File: config.mk
export PLATFORM = sky130hd
export DESIGN_NAME = operand_entry
export DESIGN_NICKNAME = d
export VERILOG_FILES = /design/src/rtl/operand_entry.sv
export SDC_FILE = /design/constraint.sdc
export NUM_CORES = 1
export LEC_CHECK = 0
export CORE_ASPECT_RATIO = 1.25
export CORE_MARGIN = 3
export CORE_UTILIZATION = 50
export CTS_CLUSTER_SIZE = 24
export DETAILED_ROUTE_END_ITERATION = 12
export PLACE_DENSITY = 0.71
export SYNTH_ARGS = -nofsm -noshare
export SYNTH_HDL_FRONTEND = slang
export SYNTH_SLANG_ARGS = --single-unit
File: constraint.sdc
create_clock -name clk -period 2.6 [get_ports clk]
set_input_delay 0.52 -clock clk [delete_from_list [all_inputs] [get_ports clk]]
set_output_delay 0.52 -clock clk [all_outputs]
set_load 0.05 [all_outputs]
File: src/rtl/operand_entry.sv
// operand_entry
//   Captures two 6-bit two's-complement operands and an add/subtract select
//   from slide switches. A single active-low push-button drives the capture.
//   A short press steps LOAD_A -> LOAD_B -> SHOW -> LOAD_A. A long press
//   clears everything and returns to LOAD_A.
//
// Ports
//   clk         system clock, rising edge
//   reset       asynchronous active-high reset
//   button      raw push-button, 0 = pressed, asynchronous to clk
//   switches    operand value to capture
//   add_sub_sw  operation select to capture (0 = add, 1 = subtract)
//   A, B        captured operands
//   Add_Sub     captured operation select
//   valid       one-cycle pulse in the first SHOW cycle after B is captured
//   load_A_LED / load_B_LED / ready_LED   one-hot state indication
//   state       current FSM state (LOAD_A=0, LOAD_B=1, SHOW=2) for observation
//
// Handshake: valid is a pulse with no ready. A consumer samples A, B and
// Add_Sub in the cycle valid is high. Those values then hold until the next
// capture or clear.
module operand_entry #(
  parameter int DEBOUNCE_CYCLES = 500000,
  parameter int LONG_CYCLES     = 50000000
) (
  input  logic       clk,
  input  logic       reset,
  input  logic       button,
  input  logic [5:0] switches,
  input  logic       add_sub_sw,
  output logic [5:0] A,
  output logic [5:0] B,
  output logic       Add_Sub,
  output logic       valid,
  output logic       load_A_LED,
  output logic       load_B_LED,
  output logic       ready_LED,
  output logic [1:0] state
);

  localparam int DW = $clog2(DEBOUNCE_CYCLES + 1);
  localparam int HW = $clog2(LONG_CYCLES + 1);
  localparam logic [DW-1:0] DB_LAST   = DW'(DEBOUNCE_CYCLES - 1);
  localparam logic [HW-1:0] HOLD_LAST = HW'(LONG_CYCLES - 1);
  localparam logic [HW-1:0] HOLD_MAX  = HW'(LONG_CYCLES);

  typedef enum logic [1:0] {
    LOAD_A = 2'd0,
    LOAD_B = 2'd1,
    SHOW   = 2'd2
  } state_t;

  logic          sync_q1, sync_q2;
  logic          db_level;
  logic [DW-1:0] db_cnt;
  logic [HW-1:0] hold_cnt;
  logic          long_seen;
  logic          db_accept, long_press, short_press;
  state_t        cur_state, nxt_state;
  logic          cap_a, cap_b, clr;

  // Two-flop synchronizer. It resets to the released level.
  always_ff @(posedge clk or posedge reset) begin
    if (reset) begin
      sync_q1 <= 1'b1;
      sync_q2 <= 1'b1;
    end else begin
      sync_q1 <= button;
      sync_q2 <= sync_q1;
    end
  end

  // The debounced level follows the synchronized level only after it has
  // differed for DEBOUNCE_CYCLES consecutive cycles. Any agreement restarts
  // the count.
  assign db_accept = (sync_q2 != db_level) && (db_cnt == DB_LAST);

  always_ff @(posedge clk or posedge reset) begin
    if (reset) begin
      db_level <= 1'b1;
      db_cnt   <= '0;
    end else if (sync_q2 != db_level) begin
      if (db_cnt == DB_LAST) begin
        db_level <= sync_q2;
        db_cnt   <= '0;
      end else begin
        db_cnt <= db_cnt + 1'b1;
      end
    end else begin
      db_cnt <= '0;
    end
  end

  // The hold counter saturates at LONG_CYCLES. The long press fires on the
  // single cycle where the count steps onto LONG_CYCLES.
  always_ff @(posedge clk or posedge reset) begin
    if (reset) begin
      hold_cnt <= '0;
    end else if (!db_level) begin
      if (hold_cnt != HOLD_MAX) hold_cnt <= hold_cnt + 1'b1;
    end else begin
      hold_cnt <= '0;
    end
  end

  assign long_press = !db_level && (hold_cnt == HOLD_LAST);

  // long_seen stays set for the rest of the hold. It suppresses the short
  // press on release. It clears once the debounced level reads released again.
  always_ff @(posedge clk or posedge reset) begin
    if (reset)           long_seen <= 1'b0;
    else if (long_press) long_seen <= 1'b1;
    else if (db_level)   long_seen <= 1'b0;
  end

  // A release is accepted when the debounced level is about to go 0 -> 1.
  assign short_press = db_accept && !db_level && !long_seen && !long_press;

  always_ff @(posedge clk or posedge reset) begin
    if (reset) cur_state <= LOAD_A;
    else       cur_state <= nxt_state;
  end

  always_comb begin
    nxt_state = cur_state;
    cap_a     = 1'b0;
    cap_b     = 1'b0;
    clr       = 1'b0;
    if (long_press) begin
      clr       = 1'b1;
      nxt_state = LOAD_A;
    end else if (short_press) begin
      case (cur_state)
        LOAD_A: begin
          cap_a     = 1'b1;
          nxt_state = LOAD_B;
        end
        LOAD_B: begin
          cap_b     = 1'b1;
          nxt_state = SHOW;
        end
        SHOW:    nxt_state = LOAD_A;
        default: nxt_state = LOAD_A;
      endcase
    end
  end

  always_ff @(posedge clk or posedge reset) begin
    if (reset) begin
      A       <= '0;
      B       <= '0;
      Add_Sub <= 1'b0;
      valid   <= 1'b0;
    end else begin
      valid <= cap_b;
      if (clr) begin
        A       <= '0;
        B       <= '0;
        Add_Sub <= 1'b0;
      end else begin
        if (cap_a) A <= switches;
        if (cap_b) begin
          B       <= switches;
          Add_Sub <= add_sub_sw;
        end
      end
    end
  end

  assign load_A_LED = (cur_state == LOAD_A);
  assign load_B_LED = (cur_state == LOAD_B);
  assign ready_LED  = (cur_state == SHOW);
  assign state      = cur_state;

endmodule
==> qor.csv <==
stage;metric;value;unit
outcome;outcome;complete, no violations;
clock_tree;cts_repair_resize_count;0;
worst_setup_path;worst_ep_arrival_time;1.78;ns
flow_run;count_of_max_cap_constraint_violations;0;
detailed_routing;initialDrtViolationCount;133;
synth;synth_edf_count;0;
clock_tree;clock_tree_from_tritoncts;yes;
power;power.internal;1.472;mW
clock_tree;clock_tree.root_cell;clkbuf_8;
sta;hold_viol_final;0;
grt;grt_max_degree;66;
power;p_total;1.874;mW
synth;post_synth_inst_count;345;
layout;final_nets;386;
die;die_width;78.89;µm
die;die-height;97.12;µm
clock_tree;postCtsSetupBuffers;0;
sta;tns;0;ns
worst_setup_path;cpPeakStageDelay;0.82;ns
clock_tree;htree_num_levels;3;
synth;postSynthNetCount;358;
detailed_routing;drcViolationCount;0;
die;core_region_area;6286;µm²
layout;filler_cell_count;570;
synth;top_cell_types_by_occurrence_after_synthesis;dfrtp_1 (62), a21oi_1 (36), nand4_1 (27);
synth;synth.distinct_cells;45;
worst_setup_path;crit_path_top_delay_cell;clkdlybuf4s50_1;
clock_tree;cts_num_sinks;65;
clock_tree;cts_inserted_buffers;9;
layout;antennaDiodeCount;0;
synth;synthFlopType;dfrtp_1;
sta;tightestPinTransition;0.6482;ns
power;power.net_switching;401.8;µW
synth;syn_area_per_cell;9.625;µm²
power;part_of_the_total_power_dissipated_in_combinational_logic;0.028;
grt;grt_antenna_before_repair;0;
die;std_cell_rows;32;
worst_setup_path;path_buf_inv;1;
sta;period_share;0.8847;
die;top_level_ports;29;
worst_setup_path;crit_path_cell_trace;nor2b_1, clkdlybuf4s50_1;
synth;synth.area.top_cells;dfrtp_1 (47%), a21oi_1 (5.4%), nand4_1 (5.1%);
grt;grt_pass1_vias;2666;
worst_setup_path;path_delay_family;buffers and inverters;
synth;yosys.cell_count.top_type;dfrtp_1;
power;clkPwrFrac;0.426;
worst_setup_path;crit_path_max_fanout;7;
clock_tree;clock_slew_at_the_register_clock_pins_of_the_worst_setup_and_hold_paths;0.07;ns
placement;place.detailed.hpwl;4606;µm
sta;setup_violations;0;
synth;synth_area;3321;µm²
clock_tree;clk-insertion-delay-late;0.33;ns
power;static_leakage;1.461;nW
worst_setup_path;worst_ep_required_time;2.08;ns
detailed_routing;avgViaCountPerCell;6.017;
worst_setup_path;criticalPathCategory;register to output port;
die;floorplan.initialDensity;0.5283;
power;p_sw_frac;0.2144;
power;pwr_density_cell;486.4;nW/µm²
synth;synth_sequential_area_ratio;0.4910;
sta;fmax;434.7;MHz
worst_setup_path;crit_path_end_kind;output port;
synth;yosys_warnings;0;
detailed_routing;drt_wl_total;7054;µm
placement;gpl.final_weighted_congestion;0.8174;
sta;grt_setup_unrepaired;false;
clock_tree;cts_hold_buffers;0;
power;power.share.sequential;0.546;
hold_path;min_path_type;register to register;
power;ir_worst_vdd;0.4086;mV
detailed_routing;ant_nets;0;
grt;global_route.overflow_total;0;
detailed_routing;number_of_vias_in_the_routed_layout;2780;
synth;synth.ff_latch_count;65;
grt;grt_first_pass_wirelength;12350;µm
grt;grt_util_all_layers;0.1988;
placement;numPortBuffers;28;
sta;final_critical_period;2.300;ns
synth;synth_top_area_cell;dfrtp_1;
layout;syn_to_final_growth;16.05;%
layout;drive_gt1_frac;0.09549;
die;die_area;7661;µm²
synth;synth_top_cell_area_share;0.4672;
detailed_routing;drt_pass1_iterations;4;
sta;slew_headroom;0.5618;
sta;slew_violations;0;
sta;clock-skew-final;0.008444;ns
sta;fin_worst_hold_slack;0.3566;ns
worst_setup_path;crit_path_start_kind;register;
synth;asyncSetResetFlopFracSynth;1.000;
detailed_routing;avgRoutedWirePerCell;15.27;µm
clock_tree;clk_path_buf_depth;2;
==> state kept, by name, indices dropped and copies added (netlist names) <==
register	flops
hold_cnt	26
db_cnt	19
A	6
B	6
state	2
Add_Sub	1
db_level	1
long_seen	1
sync_q1	1
sync_q2	1
valid	1
==> kinds of logic (layout without fill, tap and decap cells) <==
logic type               Yosys count  count (layout)  synth area share
AND/OR/NAND/NOR                  149             149            0.2675
flip-flops                        65              65            0.4910
AO/OA/AOI/OAI                     79              79            0.1341
buffers and inverters             28              60           0.03918
XOR/XNOR                          19              19           0.05011
multiplexers                       2               2          0.006782
adder cells (fa/ha/maj)            3               3           0.01130
==> worst reg2reg max path, cell delays in order, from the launching register on <==
cell and delay, ns:
dfrtp_1 0.45, ha_1 0.21, and2_1 0.22, nand3_1 0.10, buf_4 0.21, nor4_1 0.33, mux2_2 0.37
==> power by group through the flow <==
stage / clock network [mW] / logic, mW / registers, mW
floorplan: 0 / 0.0284 / 1.04
global placement: 0 / 0.0549 / 1.04
detailed placement: 0 / 0.0547 / 1.04
CTS: 0.815 / 0.0549 / 1.02
global route: 0.862 / 0.0596 / 1.02
finish: 0.799 / 0.0525 / 1.02
==> final cells by class <==
| cell class | count | area, µm² | area share |
|---|---|---|---|
| clock buffer | 11 | 131.4 | 0.03409 |
| clock inverter | 4 | 45.04 | 0.01169 |
| inverter | 10 | 37.54 | 0.009740 |
| multi-input combinational | 252 | 1560 | 0.4049 |
| sequential | 65 | 1630 | 0.4231 |
| tap | 85 | 106.4 | 0.02760 |
| timing repair buffer | 35 | 342.8 | 0.08896 |
==> metal layers <==
metal,GRT usage,vias up,wire length (µm)
li1,-,1347,-
met1,0.2661,1350,3169
met2,0.3185,75,3488
met3,0.03896,8,316
met4,0.07540,0,79
met5,0,-,0
==> cell usage in the layout (no fill, tap or decap), types with 2 or more instances in the layout <==
cell / count
buf_4: 7
nor3b_1: 2
and3_1: 6
nor2b_1: 3
nand4_1: 27
and4_1: 4
xnor2_1: 8
a21oi_1: 36
o31ai_1: 9
xor2_1: 11
clkbuf_1: 2
nor2_1: 25
clkdlybuf4s50_1: 27
inv_1: 9
o311ai_0: 2
nand3_1: 20
o31a_1: 2
and2_1: 3
nand2_1: 14
or3_1: 10
o21ai_0: 26
clkinv_2: 3
nor4_1: 5
dfstp_2: 3
dfrtp_1: 62
nor3_1: 4
mux2_2: 2
or2_2: 2
or4_1: 9
clkbuf_8: 9
or3_2: 2
nor4b_1: 5
ha_1: 3
==> worst paths after layout <==
kind                        startpoint      endpoint  slack (ns)  cells after the start
max                           state[1]     ready_LED        0.30                      2
min                            sync_q1       sync_q2        0.36                      0
max reg2reg                hold_cnt[0]  hold_cnt[22]        0.59                      6
min reg2reg                    sync_q1       sync_q2        0.36                      0
max in group asynchronous        reset       sync_q1        1.71                      3
min in group asynchronous        reset  hold_cnt[19]        0.57                      3
==> per-stage QoR <==
| stage | utilization | worst slack, ns | instances | instance area (µm²) |
|---|---|---|---|---|
| 4_1_cts | 0.6131 | 0.2876 | 462 | 3854 |
| 5_1_grt | 0.6131 | 0.2229 | 462 | 3854 |
| 3_5_place_dp | 0.5850 | 0.6012 | 447 | 3677 |
| 6_report | 0.6131 | 0.2997 | 462 | 3854 |
| 2_1_floorplan | - | 0.4585 | 345 | 3321 |
| 3_3_place_gp | 0.5850 | 0.6496 | 447 | 3677 |
Note: power is estimated with default switching activity, not from simulation.
